**config.mk**
```make
export PLATFORM = sky130hd
export DESIGN_NAME = muldiv_unit
export DESIGN_NICKNAME = d
export VERILOG_FILES = /design/src/rtl/muldiv_pkg.sv /design/src/rtl/muldiv_step.sv /design/src/rtl/muldiv_unit.sv
export SDC_FILE = /design/constraint.sdc
export NUM_CORES = 1
export LEC_CHECK = 0
export ABC_AREA = 1
export CAP_MARGIN = 20
export CORE_UTILIZATION = 40
export CTS_BUF_LIST = sky130_fd_sc_hd__clkbuf_8
export CTS_CLUSTER_SIZE = 8
export DETAILED_ROUTE_END_ITERATION = 16
export PLACE_DENSITY = 0.53
export REMOVE_ABC_BUFFERS = 1
export SKIP_LAST_GASP = 1
export SLEW_MARGIN = 20
export SYNTH_ARGS = -nofsm -noshare
export SYNTH_HDL_FRONTEND = slang
export SYNTH_HIERARCHICAL = 1
export SYNTH_SLANG_ARGS = --single-unit
export TNS_END_PERCENT = 10
```
**constraint.sdc**
```tcl
create_clock -name iCLK -period 3.4 [get_ports iCLK]
set_clock_uncertainty 0.15 [all_clocks]
set_input_delay 0.34 -clock iCLK [delete_from_list [all_inputs] [get_ports iCLK]]
set_output_delay 0.34 -clock iCLK [all_outputs]
set_load 0.02 [all_outputs]
```
**src/rtl/muldiv_pkg.sv**
```systemverilog
// Shared encodings for the iterative multiply/divide unit.
package muldiv_pkg;

  localparam int MD_WIDTH = 32;
  localparam int MD_ITERS = 32;

  // Execute-stage operation codes; 6 and 7 are reserved and act as no-ops.
  typedef enum logic [2:0] {
    OP_MULT  = 3'd0,
    OP_MULTU = 3'd1,
    OP_DIV   = 3'd2,
    OP_DIVU  = 3'd3,
    OP_MTHI  = 3'd4,
    OP_MTLO  = 3'd5
  } op_e;

  typedef enum logic [1:0] {
    ST_IDLE = 2'd0,
    ST_CALC = 2'd1,
    ST_FIX  = 2'd2
  } state_e;

  // Ops that run through the iterative datapath.
  function automatic logic is_arith_op(input logic [2:0] op);
    return (op == OP_MULT) || (op == OP_MULTU) || (op == OP_DIV) || (op == OP_DIVU);
  endfunction

  function automatic logic is_div_op(input logic [2:0] op);
    return (op == OP_DIV) || (op == OP_DIVU);
  endfunction

  function automatic logic is_signed_op(input logic [2:0] op);
    return (op == OP_MULT) || (op == OP_DIV);
  endfunction

endpackage

```
**src/rtl/muldiv_step.sv**
```systemverilog
// One radix-2 iteration of the shared multiply/divide datapath.
//  mult: acc = {partial product, remaining multiplier bits}; add opnd when
//        the multiplier LSB is set, then shift the whole thing right.
//  div : acc = {partial remainder, dividend/quotient bits}; shift left one,
//        trial-subtract the divisor, keep the difference if it did not borrow
//        and shift the quotient bit into the bottom.
module muldiv_step #(
  parameter int WIDTH = 32
) (
  input  logic               is_div,
  input  logic [2*WIDTH-1:0] acc_i,
  input  logic [WIDTH-1:0]   opnd,
  output logic [2*WIDTH-1:0] acc_o
);

  logic [WIDTH:0]   sum;
  logic [WIDTH:0]   shifted;
  logic [WIDTH-1:0] diff;
  logic             ge;

  // Single-step add-shift / restoring subtract-shift.
  always_comb begin
    sum     = {1'b0, acc_i[2*WIDTH-1:WIDTH]} + {1'b0, opnd};
    shifted = {acc_i[2*WIDTH-1:WIDTH], acc_i[WIDTH-1]};
    ge      = (shifted >= {1'b0, opnd});
    // When ge holds the true difference is below opnd, so WIDTH bits suffice.
    diff    = shifted[WIDTH-1:0] - opnd;
    acc_o   = '0;
    if (is_div) begin
      acc_o = {(ge ? diff : shifted[WIDTH-1:0]), acc_i[WIDTH-2:0], ge};
    end else if (acc_i[0]) begin
      acc_o = {sum, acc_i[WIDTH-1:1]};
    end else begin
      acc_o = {1'b0, acc_i[2*WIDTH-1:1]};
    end
  end

endmodule

```
**src/rtl/muldiv_unit.sv**
```systemverilog
// Iterative multiply/divide unit owning HI/LO. Signed ops run on magnitudes
// and apply the sign correction in a single FIX cycle at the end.
import muldiv_pkg::*;

module muldiv_unit #(
  parameter int WIDTH = MD_WIDTH,
  parameter int ITERS = MD_ITERS
) (
  input  logic             iCLK,
  input  logic             iRST,
  input  logic             iStart,
  input  logic [2:0]       iOp,
  input  logic [WIDTH-1:0] iA,
  input  logic [WIDTH-1:0] iB,
  input  logic             iAbort,
  input  logic             iRdReq,
  input  logic             iRdSel,
  output logic [WIDTH-1:0] oRdData,
  output logic             oBusy,
  output logic             oStall,
  output logic             oDivZero
);

  localparam int CW = (ITERS > 1) ? $clog2(ITERS) : 1;

  state_e             state, state_nxt;
  logic [CW-1:0]      cnt;
  logic [2*WIDTH-1:0] acc, acc_step, prod;
  logic [WIDTH-1:0]   opnd, hi, lo;
  logic [WIDTH-1:0]   a_mag, b_mag, quo, rem, res_hi, res_lo;
  logic               is_div, neg_res, neg_dvd, dz;
  logic               start_md, start_mt, sgn;

  // Request decode: only accepted while idle, and a flush kills it outright.
  always_comb begin
    start_md = 1'b0;
    start_mt = 1'b0;
    if (state == ST_IDLE && iStart && !iAbort) begin
      start_md = is_arith_op(iOp);
      start_mt = (iOp == OP_MTHI) || (iOp == OP_MTLO);
    end
    sgn   = is_signed_op(iOp);
    a_mag = (sgn && iA[WIDTH-1]) ? (~iA + 1'b1) : iA;
    b_mag = (sgn && iB[WIDTH-1]) ? (~iB + 1'b1) : iB;
  end

  // State register.
  always_ff @(posedge iCLK or negedge iRST) begin
    if (!iRST) state <= ST_IDLE;
    else       state <= state_nxt;
  end

  // Next-state: flush returns to IDLE from anywhere.
  always_comb begin
    state_nxt = state;
    if (iAbort) begin
      state_nxt = ST_IDLE;
    end else begin
      case (state)
        ST_IDLE: if (start_md) state_nxt = ST_CALC;
        ST_CALC: if (cnt == CW'(ITERS - 1)) state_nxt = ST_FIX;
        ST_FIX:  state_nxt = ST_IDLE;
        default: state_nxt = ST_IDLE;
      endcase
    end
  end

  // FSM outputs and the combinational read/interlock paths.
  always_comb begin
    oBusy   = (state != ST_IDLE);
    oStall  = oBusy & (iStart | iRdReq);
    oRdData = iRdSel ? hi : lo;
  end

  muldiv_step #(.WIDTH(WIDTH)) u_step (
    .is_div (is_div),
    .acc_i  (acc),
    .opnd   (opnd),
    .acc_o  (acc_step)
  );

  // Operand/sign latches and the iteration counter.
  always_ff @(posedge iCLK or negedge iRST) begin
    if (!iRST) begin
      cnt     <= '0;
      acc     <= '0;
      opnd    <= '0;
      is_div  <= 1'b0;
      neg_res <= 1'b0;
      neg_dvd <= 1'b0;
      dz      <= 1'b0;
    end else if (start_md) begin
      cnt     <= '0;
      is_div  <= is_div_op(iOp);
      // Mult keeps the multiplier in the low half and adds the multiplicand;
      // div keeps the dividend in the low half and subtracts the divisor.
      acc     <= is_div_op(iOp) ? {{WIDTH{1'b0}}, a_mag} : {{WIDTH{1'b0}}, b_mag};
      opnd    <= is_div_op(iOp) ? b_mag : a_mag;
      neg_res <= sgn & (iA[WIDTH-1] ^ iB[WIDTH-1]);
      neg_dvd <= sgn & is_div_op(iOp) & iA[WIDTH-1];
      dz      <= is_div_op(iOp) & (iB == '0);
    end else if (state == ST_CALC && !iAbort) begin
      acc <= acc_step;
      cnt <= cnt + 1'b1;
    end
  end

  // Sign correction. A zero divisor leaves rem = |dividend|, which the
  // dividend-sign fix turns back into the raw dividend; LO is forced to ones.
  always_comb begin
    prod   = neg_res ? (~acc + 1'b1) : acc;
    quo    = acc[WIDTH-1:0];
    rem    = acc[2*WIDTH-1:WIDTH];
    res_hi = prod[2*WIDTH-1:WIDTH];
    res_lo = prod[WIDTH-1:0];
    if (is_div) begin
      res_hi = neg_dvd ? (~rem + 1'b1) : rem;
      res_lo = dz ? {WIDTH{1'b1}} : (neg_res ? (~quo + 1'b1) : quo);
    end
  end

  // HI/LO: direct moves from IDLE, or the corrected result out of FIX.
  always_ff @(posedge iCLK or negedge iRST) begin
    if (!iRST) begin
      hi <= '0;
      lo <= '0;
    end else if (start_mt) begin
      if (iOp == OP_MTHI) hi <= iA;
      else                lo <= iA;
    end else if (state == ST_FIX && !iAbort) begin
      hi <= res_hi;
      lo <= res_lo;
    end
  end

  assign oDivZero = dz;

endmodule

```
; Word level (Yosys, flattened, before mapping)
; Index checks and enable logic that the tools add are counted.
[totals]
regBits = 171
latch_bits = 0
ram_bits = 0
rom_bits = 0
input_bits = 73
out_inout_bits = 35
wordCells = 95
mem_count = 0
[op_classes]
add_sub_neg = 8
mul = 0
div = 0
order_cmp = 1
eq_ne = 12
shift = 0
n_mux = 30
bitwise = 12
n_reduce_logical = 22
[ops]
columns = operator, n
row1 = $mux W32, 17
row2 = $mux W64, 5
row3 = $add A32 B1 Y32 const B, 4
row4 = $not A32 Y32, 4
row5 = $add A64 B1 Y64 const B, 1
row6 = $not A64 Y64, 1
row7 = $add A32 B32 Y33, 1
row8 = $ge A33 B32 Y1, 1
row9 = $logic_not A32 Y1, 1
row10 = $sub A32 B32 Y32, 1
row11 = $mux W5, 2
row12 = $eq A3 B2 Y1 const B, 2
row13 = $eq A3 B3 Y1 const B, 2
row14 = $logic_and A1 B1 Y1, 6
row15 = $logic_or A1 B1 Y1, 6
row16 = $mux W2, 3
row17 = $ne A3 B3 Y1 const B, 2
row18 = $reduce_and A2 Y1, 3
row19 = $reduce_bool A2 Y1, 3
row20 = $add A5 B1 Y5 const B, 1
row21 = $and A1 B1 Y1, 5
row22 = $eq A5 B5 Y1 const B, 1
row23 = $pmux W2 S2, 1
row24 = $eq A3 B1 Y1 const B, 1
row25 = 10 further kinds, 11

; Longest topological paths before layout
[logic_depth]
depth_word = 8
depth_mapped = 18
depth_no_buf = 18

; Hierarchy
; Netlist, hierarchy kept.
[modules_own_cells]
columns = mod, instances, cells_each, area_per_inst_um2, seq_area_each_um2
row1 = muldiv_unit, 1, 1964, 12445.7, 4279.1
row2 = muldiv_step, 1, 1335, 6268.5, 0.0

; Least setup slack after synthesis
; OpenSTA, ideal clock, no wires.
[synth_timing]
path_kind = reg-to-reg
from = reg acc[32]
to = reg acc[63]
setup_time_ns = 0.121
t_arrival_ns = 2.119
t_required_ns = 3.129
slack_ns = 1.010
path_stages_with_launch = 16
path_buffers = 0
synth_period_minus_slack_ns = 2.390
cell_sequence = dfrtp_1 -> ha_1 -> fa_1 -> nand2_1 -> nand2_1 -> and2_1 -> nand2_1 -> nand2_1 -> nand3_1 -> nand3_1 -> nand2_1 -> inv_1 -> o21ai_0 -> nand2_1 -> a22oi_1 -> inv_1
[synth_via]
elab_chain_len = 5
elab_cells_between_ends = 8
cone_classes = add/sub (2) / order compare (1) / mux (5)
[synth_lines]
columns = item, line
row1 = from (decl), muldiv_unit.sv:28  ; logic [2*WIDTH-1:0] acc, acc_step, prod;
row2 = from (signal assigned), muldiv_unit.sv:97  ; acc <= is_div_op(iOp) ? {{WIDTH{1'b0}}, a_mag} : {{WIDTH{1'b0}}, b_mag};
row3 = from (signal assigned), muldiv_unit.sv:103  ; acc <= acc_step;
row4 = $add A32 B32 Y33 (tied with other cells), muldiv_step.sv:23  ; sum = {1'b0, acc_i[2*WIDTH-1:WIDTH]} + {1'b0, opnd};
row5 = $mux W64 or $mux W32 (tied branches), "muldiv_step.sv:31, muldiv_step.sv:30"
row6 = $mux W64 (*), muldiv_step.sv:29  ; if (is_div) begin
row7 = named net acc_step[63], muldiv_unit.sv:28
row8 = $mux W64 (*), muldiv_unit.sv:102  ; end else if (state == ST_CALC && !iAbort) begin
row9 = $mux W64 (*), muldiv_unit.sv:92  ; end else if (start_md) begin
; Mark *: on every way through the listed nets, which the timed path passes. The rest lies on a longest branch. The select of a mux whose other input is x is not followed.
; A chain may end at the register's enable or synchronous reset.

; Worst setup path in the final report
; Ends and elaborated chain as after synthesis.

==> results.md <==
Setup path:
- The category of cells accounting for the largest share of critical-path delay is simple AND/OR/NAND/NOR gates.
- Data on the critical path arrives at its endpoint at about 3.6 ns.
- The element type at the critical path end is a flip-flop.
- By instance count, the cell type seen most on the critical path is sky130_fd_sc_hd__nand2_1.
- The endpoint required time on the critical path is 3.75 ns.
- The startpoint-to-endpoint class of the critical path is reg2reg.
- The peak per-stage delay on the critical path is 0.53 ns.
- STA classifies the critical path startpoint as a flip-flop.
- The cell at the slowest stage of the critical path is sky130_fd_sc_hd__dfrtp_2.
- The largest fanout of any net on the critical path is 9.
- The number of buffers and inverters on the critical path is 2.
- The signal on the critical path passes through ha_1 > fa_1 > nand2_1 > nand2_1 > and2_1 > nand2_1 > nand2_1 > nand3_1 > nand3_1 > nand2_1 > inv_1 > o21ai_0 > nand2_1 > a22oi_1 > inv_1.

GRT:
- Across every metal layer, demand over resource in global routing totals 0.372.
- The initial antenna violation count is 0.
- The via count of the first global-routing pass was 20600.
- Entering global routing, the biggest net connects 90 pins.
- The wire length of the first global-routing pass is 130 mm.
- The overall overflow remaining after global route is 0.

Clock network:
- The clock sink count is roughly 170.
- In this run the deepest clock path goes through 2 buffers.
- The buffer count from post-CTS setup fixing is 0.
- Buffers inserted during clock tree synthesis total 17.
- The maximum level of the CTS H-tree is 4.
- The clock reaches the later pin of the worst-skew pair after 0.61 ns.
- The clock tree from TritonCTS is yes.
- The CTS clock-pin slew for the worst setup and hold paths is roughly 0.11 ns.
- The cell at the root of the clock tree is sky130_fd_sc_hd__clkbuf_8.

STA:
- On the final layout, the worst hold slack is 0.140 ns.
- The worst slew margin relative to its limit is 0.323.
- At the pin with the least slew margin, the transition time is approximately 1 ns.
- The number of max-slew violations in the final report is 0.
- Setup repair after global routing left no endpoint under its margin.
- The post-route clock period utilization is 0.953.
- Setup violations remaining at the end of the flow were counted as 0.
- Counting I/O delays and the setup requirement, the final critical path takes 3.24 ns.
- The count of final hold-check violations is 0.
- The timing-limited maximum frequency is 308 MHz.

Final layout:
- The area used by sequential logic in the layout is between 4000 and 5000 sq um.
- Once layout is complete, the utilization of the core stands at 0.465.
- From synthesis to final layout, the design area changed by 13.8%.
- The most common library cell in the layout ignoring fill and taps is sky130_fd_sc_hd__nand2_1.
- The multi-input combinational cells in the finished layout cover a total of approximately 12000 sq um.
- In the final design database the tool counted between 3000 and 4000 nets.
- The number of inserted filler cells in the final layout is 5071.
- Once layout is complete, the cells apart from fillers number 4029.
- Of the cells placed in the final design, the portion with a size suffix greater than 1 is 0.0525.
- The library cells used most frequently in the layout, excluding fill and tap cells, are sky130_fd_sc_hd__nand2_1, sky130_fd_sc_hd__inv_1, sky130_fd_sc_hd__nor2_1.

Synth:
- In this run, distinct cell masters in the synthesized netlist total 46.
- The biggest area consumer among synthesized cells is sky130_fd_sc_hd__dfrtp_1.
- The share of synthesized area in the top cell type comes to 0.229.
- In this run the mean area of a mapped cell was 5.67 sq um.
- The cell area after technology mapping is about 19000 sq um.
- In the post-synthesis netlist, the biggest area contributors are sky130_fd_sc_hd__dfrtp_1, sky130_fd_sc_hd__nand2_1, sky130_fd_sc_hd__inv_1, sky130_fd_sc_hd__nand3_1, sky130_fd_sc_hd__nor2_1.
- The share of the Yosys chip area taken by registers is 0.229.
- During synthesis, Yosys emitted a total of 6 warnings.
- The post-synthesis register bit count is between 150 and 200.
- The number of instances in the synthesized netlist is 3299.

Hold path:
- The worst min-delay path category is in2async.

Place:
- The count of input and output buffers is 107.
- The HPWL after detailed placement is about 70 mm.
- Including well taps, the total number of placed cells is 3994.
- At the end of routability-driven placement, the weighted congestion stood at 1.03.

Detailed routing:
- The total wire length after detailed routing is 88.2 mm.
- Using the TritonRoute via totals, the vias-per-cell ratio works out to between 5 and 6.
- The first routing iteration left between 2000 and 3000 violations.
- Dividing the detail-routed wire length by the instance count gives 21.9 um.
- The total via count after detailed routing is 22700.
- The remaining routing DRC violations is 0.
- In this run the remaining antenna-violating nets after routing total 0.
- The first-pass iteration count of the detailed router is 6.

Status:
- The flow ran to the end, and the final reports show no timing, DRC or antenna violations.

Floorplan:
- The die covers 47700 sq um.
- The I/O pin count is 108.
- From bottom edge to top edge, the die measures 218 um.
- The die width is ~220 um.
- Row generation in the floorplan step produced 78 rows.
- For this configuration, the core starts out at a cell density of 0.409.
- The floorplan step defined a core boundary enclosing 45800 sq um.

Job:
- Across the run, the number of max-cap violations was 0.

Power:
- The total power divided by cell area is 854 nW/um^2.
- The worst-case IR drop observed on VDD is 0.511 mV.
- For this design the static power due to leakage is approximately 11 nW.
synthesized netlist by cell type, drive strengths merged:
master	count
mux2	16
clkbuf	64
o41ai	1
xnor2	19
fa	2
o21a	4
and3	1
nor4	6
o211ai	7
o21ai	220
a21o	4
a21oi	172
o21bai	6
o31ai	3
xor2	49
nand3	320
clkinv	5
or2	9
a22oi	56
nand4	23
a31oi	12
buf	43
nand3b	14
ha	70
o221ai	4
a21boi	2
nand2	1059
inv	503
dfrtp	171
nor2	403
nor3	25
and2	6
flip-flops by register name, summed over array words and instances (netlist names):
register	cells
cnt	5
lo	32
neg_dvd	1
acc	64
neg_res	1
state	2
hi	32
oDivZero	1
is_div	1
opnd	32
cell families (layout without fill, tap and decap cells):
kind of cell / Yosys count / count (layout) / share of synthesized area
compound gates: 491 / 491 / 0.144
buf+inv: 615 / 743 / 0.127
flops: 171 / 171 / 0.229
mux: 16 / 16 / 0.00963
simple gates: 1866 / 1866 / 0.409
xor+xnor: 68 / 68 / 0.0318
fa+ha+maj: 72 / 72 / 0.0489
other cells: 0 / 2 / 0
worst paths after layout:
check | cells after the start | start | end | slack, ns
min reg2reg | 1 | cnt[2]$_DFFE_PN0P_ | cnt[2]$_DFFE_PN0P_ | 0.34
max | 15 | acc[32]$_DFFE_PN0P_ | acc[63]$_DFFE_PN0P_ | 0.16
max in group asynchronous | 3 | iRST | acc[32]$_DFFE_PN0P_ | 2.07
min in group iCLK | 3 | iA[1] | hi[1]$_DFFE_PN0P_ | 0.24
min | 2 | iRST | acc[58]$_DFFE_PN0P_ | 0.14
max reg2reg | 15 | acc[32]$_DFFE_PN0P_ | acc[63]$_DFFE_PN0P_ | 0.16
repair_timing:
item	4_1_cts	5_1_grt
hold endpoints to repair	54	0
gates resized for setup	0	1
hold buffers	1	0
endpoints found under the setup margin	0	1
cell type report:
type,count,area share
Multi-Input combinational cell,2513,0.567
Sequential cell,171,0.201
Inverter,508,0.0895
Timing Repair Buffer,203,0.0883
Tap cell,600,0.0353
Clock buffer,18,0.0116
Clock inverter,14,0.00682
Antenna cell,2,0.000235
stage by stage:
step                      TNS, ns  area (sq um)  total power, W  setup WS, ns
after floorplan            -15.26         18200          0.0115        -0.529
after global placement          0         20900          0.0162         0.200
after detailed placement        0         20900          0.0162         0.188
after CTS                       0         21300          0.0179         0.199
after global routing            0         21300          0.0196        0.0385
final                           0         21300          0.0182         0.158
power by group:
part           internal (W)  total (W)  switching (W)
sequential          0.00273    0.00350       0.000769
clock              0.000566    0.00160        0.00103
combinational       0.00424     0.0131        0.00885
total               0.00753     0.0182         0.0107
metal layers:
metal | GRT usage | up-vias | routed length [um]
li1 | - | 10700 | -
met1 | 0.520 | 10700 | 38700
met2 | 0.555 | 1187 | 37600
met3 | 0.0874 | 150 | 9080
met4 | 0.128 | 0 | 2860
met5 | 0 | - | 0
Note: power is estimated with default switching activity, not from simulation.
